[config.mk]
export PLATFORM = sky130hd
export DESIGN_NAME = longop_sequencer
export DESIGN_NICKNAME = d
export VERILOG_FILES = /design/src/rtl/longop_sequencer.sv
export SDC_FILE = /design/constraint.sdc
export NUM_CORES = 1
export LEC_CHECK = 0
export BUFFER_PORTS_ARGS = -buffer_cell sky130_fd_sc_hd__buf_2
export CAP_MARGIN = 5
export CELL_PAD_IN_SITES_DETAIL_PLACEMENT = 0
export CELL_PAD_IN_SITES_GLOBAL_PLACEMENT = 1
export CORE_AREA = 2 2 46 48
export CTS_BUF_LIST = sky130_fd_sc_hd__clkbuf_8
export DETAILED_ROUTE_END_ITERATION = 16
export DIE_AREA = 0 0 48 50
export PLACE_DENSITY = 0.63
export SLEW_MARGIN = 5
export SYNTH_ARGS = -nofsm -noshare
export SYNTH_HDL_FRONTEND = slang
export SYNTH_SLANG_ARGS = --single-unit
[constraint.sdc]
create_clock -name clk -period 2 [get_ports clk]
set_input_delay 0.2 -clock clk [delete_from_list [all_inputs] [get_ports clk]]
set_output_delay 0.2 -clock clk [all_outputs]
set_load 0.01 [all_outputs]
[src/rtl/longop_sequencer.sv]
// Issue sequencer for long-latency execute units: start pulse, PC hold, single writeback strobe, abort on flush.
// Latency: accept -> start 1 cycle, done -> wb_valid 1 cycle (minimum accept -> wb_valid is 3 cycles).
// Backpressure: stall blocks accept and holds WB; done is always sampled; LONGOP_TIMEOUT_EN adds a WAIT watchdog and err_timeout.
module longop_sequencer #(
   parameter int NUM_UNITS      = 2,
   parameter int MODE_W         = 2,
   parameter int TIMEOUT_CYCLES = 64,
   localparam int UNIT_W        = $clog2(NUM_UNITS)
) (
   input  logic                 clk,
   input  logic                 rst_n,
   input  logic                 req_valid,
   input  logic [UNIT_W-1:0]    req_unit,
   input  logic [MODE_W-1:0]    req_mode,
   input  logic                 stall,
   input  logic                 flush,
   input  logic [NUM_UNITS-1:0] unit_done,
   output logic [NUM_UNITS-1:0] unit_start,
   output logic [MODE_W-1:0]    unit_mode,
   output logic [NUM_UNITS-1:0] unit_abort,
   output logic                 pc_hold,
   output logic                 wb_valid,
   output logic [UNIT_W-1:0]    wb_sel,
   output logic                 busy,
`ifdef LONGOP_TIMEOUT_EN
   output logic                 req_illegal,
   output logic                 err_timeout
`else
   output logic                 req_illegal
`endif
);

   // Unit indices are compared one bit wider so a non-power-of-two unit count can flag illegal targets.
   localparam logic [UNIT_W:0] UNIT_LIMIT = (UNIT_W + 1)'(NUM_UNITS);

   typedef enum logic [1:0] {
      S_IDLE  = 2'd0,
      S_START = 2'd1,
      S_WAIT  = 2'd2,
      S_WB    = 2'd3
   } state_t;

   // Reject parameter sets the sequencer cannot support.
   if (NUM_UNITS < 2) begin : g_bad_num_units
      $error("longop_sequencer: NUM_UNITS must be at least 2");
   end
   if (TIMEOUT_CYCLES < 1) begin : g_bad_timeout
      $error("longop_sequencer: TIMEOUT_CYCLES must be at least 1");
   end

   state_t              state_q, state_d;
   logic [UNIT_W-1:0]   sel_q, sel_d;
   logic [MODE_W-1:0]   mode_q, mode_d;
   logic [NUM_UNITS-1:0] sel_onehot;
   logic                req_legal;
   logic                done_sel;

`ifdef LONGOP_TIMEOUT_EN
   localparam int CNT_W = $clog2(TIMEOUT_CYCLES + 1);
   localparam logic [CNT_W-1:0] CNT_LIMIT = CNT_W'(TIMEOUT_CYCLES);

   logic [CNT_W-1:0]    cnt_q, cnt_d;
   logic                err_q, err_d;

   assign err_timeout = err_q;
`endif

   // Decode the latched unit index once; all per-unit strobes and done selection use it.
   always_comb begin
      sel_onehot = {{(NUM_UNITS-1){1'b0}}, 1'b1} << sel_q;
      done_sel   = |(unit_done & sel_onehot);
      req_legal  = ({1'b0, req_unit} < UNIT_LIMIT);
   end

   // Registered state, latched unit select and mode.
   always_ff @(posedge clk or negedge rst_n) begin
      if (!rst_n) begin
         state_q <= S_IDLE;
         sel_q   <= '0;
         mode_q  <= '0;
      end else begin
         state_q <= state_d;
         sel_q   <= sel_d;
         mode_q  <= mode_d;
      end
   end

`ifdef LONGOP_TIMEOUT_EN
   // Watchdog counter and sticky timeout flag; only reset clears the flag.
   always_ff @(posedge clk or negedge rst_n) begin
      if (!rst_n) begin
         cnt_q <= '0;
         err_q <= 1'b0;
      end else begin
         cnt_q <= cnt_d;
         err_q <= err_d;
      end
   end
`endif

   // Next-state and output decode; flush outranks done, done outranks the watchdog.
   always_comb begin
      state_d     = state_q;
      sel_d       = sel_q;
      mode_d      = mode_q;
      unit_start  = '0;
      unit_abort  = '0;
      pc_hold     = 1'b0;
      wb_valid    = 1'b0;
      wb_sel      = '0;
      req_illegal = 1'b0;
`ifdef LONGOP_TIMEOUT_EN
      cnt_d       = cnt_q;
      err_d       = err_q;
`endif

      case (state_q)
         S_IDLE: begin
            if (req_valid) begin
               if (!req_legal) begin
                  req_illegal = 1'b1;
               end else if (!stall && !flush) begin
                  sel_d   = req_unit;
                  mode_d  = req_mode;
                  pc_hold = 1'b1;
                  state_d = S_START;
               end
            end
         end

         S_START: begin
            pc_hold = 1'b1;
            if (flush) begin
               unit_abort = sel_onehot;
               state_d    = S_IDLE;
            end else begin
               unit_start = sel_onehot;
               state_d    = S_WAIT;
`ifdef LONGOP_TIMEOUT_EN
               cnt_d      = '0;
`endif
            end
         end

         S_WAIT: begin
            pc_hold = 1'b1;
            if (flush) begin
               unit_abort = sel_onehot;
               state_d    = S_IDLE;
            end else if (done_sel) begin
               state_d = S_WB;
`ifdef LONGOP_TIMEOUT_EN
            end else if (cnt_q == CNT_LIMIT) begin
               unit_abort = sel_onehot;
               err_d      = 1'b1;
               state_d    = S_IDLE;
            end else begin
               cnt_d = cnt_q + CNT_W'(1);
`endif
            end
         end

         S_WB: begin
            if (flush) begin
               state_d = S_IDLE;
            end else if (stall) begin
               pc_hold = 1'b1;
            end else begin
               wb_valid = 1'b1;
               wb_sel   = sel_q;
               state_d  = S_IDLE;
            end
         end

         default: begin
            state_d = S_IDLE;
         end
      endcase
   end

   assign unit_mode = mode_q;
   assign busy      = (state_q != S_IDLE);

endmodule

## Word-level counts from Yosys, hierarchy flattened

Index checks and enable logic that the tools add are counted.

| storage, ports and cells | value |
|---|---|
| memory bits (writable) | 0 |
| output and inout bits | 11 |
| bits in registers | 5 |
| ROM bits | 0 |
| bits in latches | 0 |
| memories | 0 |

| operators by class | value |
|---|---|
| add/sub/neg operators | 0 |
| eq/ne operators | 7 |
| order comparisons | 0 |
| divide/modulo/power cells | 0 |
| mux-type cells | 23 |
| bitwise operators | 1 |
| reductions and logical operators | 9 |
| shift-type cells | 1 |
| $mul | 0 |

Operators with widths:

| cell | count |
|---|---|
| 2-to-1 mux 2 bit | 11 |
| 2-to-1 mux 1 bit | 10 |
| case mux 2 bit (4 select lines) | 1 |
| != test 3 bit, second input constant | 2 |
| equality test 2 bit, second input constant | 2 |
| != test 2 bit, second input constant | 2 |
| AND reduction 4 bit | 1 |
| OR reduction 2 bit | 2 |
| case mux 1 bit (3 select lines) | 1 |
| AND reduction 3 bit | 1 |
| AND 2 bit | 1 |
| equality test 2 x 1 -> 1 bit, second input constant | 1 |
| zero test 1 bit | 2 |
| zero test 2 bit | 1 |
| nonzero test 2 bit | 1 |
| left shift 1 x 1 -> 2 bit, first input constant | 1 |
| logical AND 1 bit | 1 |

## Depth between registers and ports, before layout

| logic depth | value |
|---|---|
| depth after elaboration | 6 |
| mapped depth | 5 |

## Worst setup path after synthesis

OpenSTA, ideal clock, no wires.

| timing | value |
|---|---|
| kind | flip-flop to flip-flop |
| from | register state_q[0] |
| to | register sel_q |
| path slack | 589 ps |
| cell stages (with the launch flop) | 6 |
| buffers on the path | 0 |
| data arrival time | 1283 ps |
| library setup time | 128 ps |
| cells stage by stage | dfrtp_1 > inv_1 > ha_1 > inv_1 > nor2_4 > mux2_1 |

| on the way | value |
|---|---|
| longest elaborated chain between the ends | 2 |

RTL lines:

| item | line | text |
|---|---|---|
| start, declared | 51 | `state_t state_q, state_d;` |
| start signal, assigned | 82 | `state_q <= state_d;` |
| zero test 2 bit | 117 | `case (state_q)` |
| AND reduction 3 bit (no source line) | - |  |
| end signal, assigned | 83 | `sel_q <= sel_d;` |
| end, declared | 52 | `logic [UNIT_W-1:0] sel_q, sel_d;` |

No other way between the ends.
A chain may end at the register's enable or synchronous reset.

## Worst setup path in the final report

| timing | value |
|---|---|
| from | register state_q[0] |
| to | output port pc_hold |

| on the way | value |
|---|---|
| longest elaborated chain between the ends | 3 |
| elaborated cells between the ends (all ways) | 6 |
| those cells by class | eq/ne (3); mux (1); reduce/logical (2) |

RTL lines:

| item | line | text |
|---|---|---|
| equality test 2 bit or equality test 2 x 1 -> 1 bit (tied branches) | 117 |  |
| OR reduction 2 bit (no source line) | - |  |
| case mux 1 bit (3 select lines) * | 117 |  |
| end, declared | 21 | `output logic pc_hold,` |

Every way passes the cells marked *; elsewhere a longest branch is shown, timed or not.

==> results.py <==
metrics = {
    "setup_path": {
        "cp.required_ps": 1800,
        "cp_max_fo": 5,
        "slowest_delay_ps": 420,
        "path_cells": "inv_1 -> ha_1 -> nand2_1 -> o22a_1 -> o22ai_1 -> buf_2",
        "cp_slowest_cell": "dfrtp_1",
        "cp-end-kind": "output port",
        "worstPathArrival_ps": 1440,
        "path_buf_inv": 2,
        "reg2regPathDepth": 5,
        "critPathLaunchType": "flop",
        "r2r_end": "state_q[1]",
        "crit_type": "flop to output port",
        "reg2reg_from": "state_q[0]",
        "ff2ff_setup_slack_ps": 430,
        "crit_family": "flip-flops",
    },
    "floorplanning": {
        "ios": 21,
        "dieArea_um2": 2400,
        "initial_core_util_pct": 23.4,
        "num_rows": 16,
        "die_h_um": 50,
        "die_w_um": 48,
        "core-area_um2": 1900,
    },
    "logic_synthesis": {
        "synth_cell_type_count": 28,
        "synth_cells": 47,
        "synth-main-ff-cell": "dfrtp_1",
        "yosys.area.top_type": "dfrtp_1",
        "postSynthAreaPerCell_um2": 9.48,
        "ys_warn_count": 0,
        "ys_seq_elements": 5,
        "synth-edff-count": 0,
        "ys_seq_area_share_pct": 28.1,
        "ys_top_cells_by_area": "dfrtp_1 28%, ha_1 14%, mux2_1 7.6%, inv_1 4.2%, a21oi_1 3.4%",
        "syn_area_um2": 445,
        "synthDominantCellAreaShare_pct": 28.1,
        "synth_nets": 62,
        "synthArstFlopShare_pct": 100,
    },
    "placement": {
        "port_buffers": 19,
        "globalplace.congestion": 0.855,
        "hpwlAfterDp_um": 858,
        "dp.cells": 91,
    },
    "finish": {
        "instances_no_fill": 96,
        "fill_cells": 210,
        "nets": 85,
        "area_delta_synth_final_pct": 37.1,
        "drive_gt1_share_pct": 34.8,
        "antenna_cells": 0,
        "fin_util_pct": 32.1,
    },
    "grt": {
        "overflow": 0,
        "antenna_found_initial": 0,
        "grt_pass1_wl_mm": 1.68,
        "grt_max_degree": 11,
        "grt_pass1_vias": 393,
        "grt_usage_pct": 10.1,
    },
    "cts": {
        "insertion_delay_ps": 220,
        "cts_buffers": 3,
        "cts_sinks": 5,
        "cts_tree": "yes",
        "htreeDepth": 1,
        "cts_root_buffer": "clkbuf_8",
        "clockBufferDepth": 2,
        "path_clk_slew_ps": 40,
    },
    "power": {
        "p_sw_uw": 297,
        "swShare_pct": 39.6,
        "clockPowerShare_pct": 23.9,
        "power.density_nw_per_um2": 1230,
        "internal-power_uw": 455,
        "seqPwrFrac_pct": 25.9,
        "pwr-share-comb_pct": 50.1,
        "power_leakage_uw": 0.000313,
        "vdd_drop_max_mv": 0.481,
    },
    "detailed_routing": {
        "final_antenna_net_count": 0,
        "via_count": 413,
        "drt_iter0_drc": 2,
        "post_drt_via_cell_ratio": 4.30,
        "drcViolationCount": 0,
        "dr.pass1.iters": 3,
        "wire_per_inst_um": 10.7,
        "wirelength_mm": 1.03,
    },
    "timing": {
        "fin_crit_sh_pct": 82.2,
        "fin_crit_ps": 1640,
        "setup_violations": 0,
        "tns_ps": 0,
        "drv_slew": 0,
        "final-hold-violation-count": 0,
        "rsz0062_at_grt": "false",
        "timing.fmax_mhz": 608,
        "fin_skew_ps": 2.10,
    },
    "hold_path": {
        "hold_end": "sel_q",
        "min_from": "req_unit",
        "hold_path_depth": 2,
        "hold_path_class": "input pin to flop",
    },
    "flow_run": {
        "drv_cap": 0,
    },
    "status": {
        "status": "finished clean",
    },
}
power by group through the flow:
stage / combinational [µW] / sequential, µW / clock (µW)
2_1_floorplan: 252 / 195 / 0
3_3_place_gp: 381 / 195 / 0
3_5_place_dp: 379 / 199 / 0
4_1_cts: 383 / 198 / 186
5_1_grt: 420 / 206 / 194
6_report: 377 / 195 / 180
worst max-delay path by stage:
stage | to | slack, ps | cells after the start | startpoint
2_1_floorplan | sel_q | 590 | 5 | state_q[0]
3_3_place_gp | state_q[1] | 440 | 5 | state_q[0]
3_5_place_dp | state_q[1] | 440 | 5 | state_q[0]
4_1_cts | pc_hold | 330 | 6 | state_q[0]
5_1_grt | pc_hold | 240 | 6 | state_q[0]
6_report | pc_hold | 360 | 6 | state_q[0]
cell usage in the layout (no fill, tap or decap), types with 2 or more instances in the layout:
cell and instances:
clkbuf_8 3, dfrtp_1 5, buf_2 19, nor3b_1 2, ha_1 5, a21oi_1 3, inv_1 6, mux2_1 3
and3_1 2, nand2_1 2
flip-flops by register name (all words and copies together) (netlist names):
name       flops
sel_q          1
state_q        2
unit_mode      2
kinds of logic after synthesis:
family | count (synthesis) | share of synthesized area (%)
DFF | 5 | 28.1
AOI/OAI and AO/OA | 11 | 18.3
buffers and inverters | 7 | 8.43
adders and majority gates | 5 | 14.0
and+or+nand+nor | 14 | 20.5
muxes | 4 | 9.83
other | 1 | 0.842
final cells by class:
type	count	area (µm²)	area share [%]
Multi-Input combinational cell	35	283	46.3
Clock buffer	3	41.3	6.76
Sequential cell	5	125	20.5
Tap cell	27	33.8	5.53
Inverter	5	18.8	3.07
Clock inverter	1	3.75	0.615
Timing Repair Buffer	20	105	17.2
through the flow:
step | worst slack (ps) | hold slack (ps) | power [µW] | cell area (µm²)
floorplan | 589 | -95.6 | 448 | 445
global placement | 439 | 21.4 | 576 | 556
detailed placement | 437 | 24.9 | 578 | 556
CTS | 331 | 197 | 767 | 611
global route | 239 | 208 | 820 | 611
finish | 356 | 196 | 752 | 611
layer usage:
metal / share of wire [%] / vias up / track usage (%)
li1: - / 211 / -
met1: 42 / 188 / 11.5
met2: 49 / 12 / 15.3
met3: 7.7 / 2 / 5.49
met4: 0.97 / 0 / 4.05
met5: 0 / - / 0
Yosys cell counts, types with 2 or more instances:
library cell / count
a21oi_1: 3
and3_1: 2
dfrtp_1: 5
ha_1: 5
inv_1: 5
mux2_1: 3
nand2_1: 2
nor3b_1: 2
repair_timing:
item	in CTS	in global routing
setup buffers	0	0
resized for setup	0	0
hold buffers	1	0
endpoints found under the hold margin	5	0
Power figures use the tool's default switching activity.
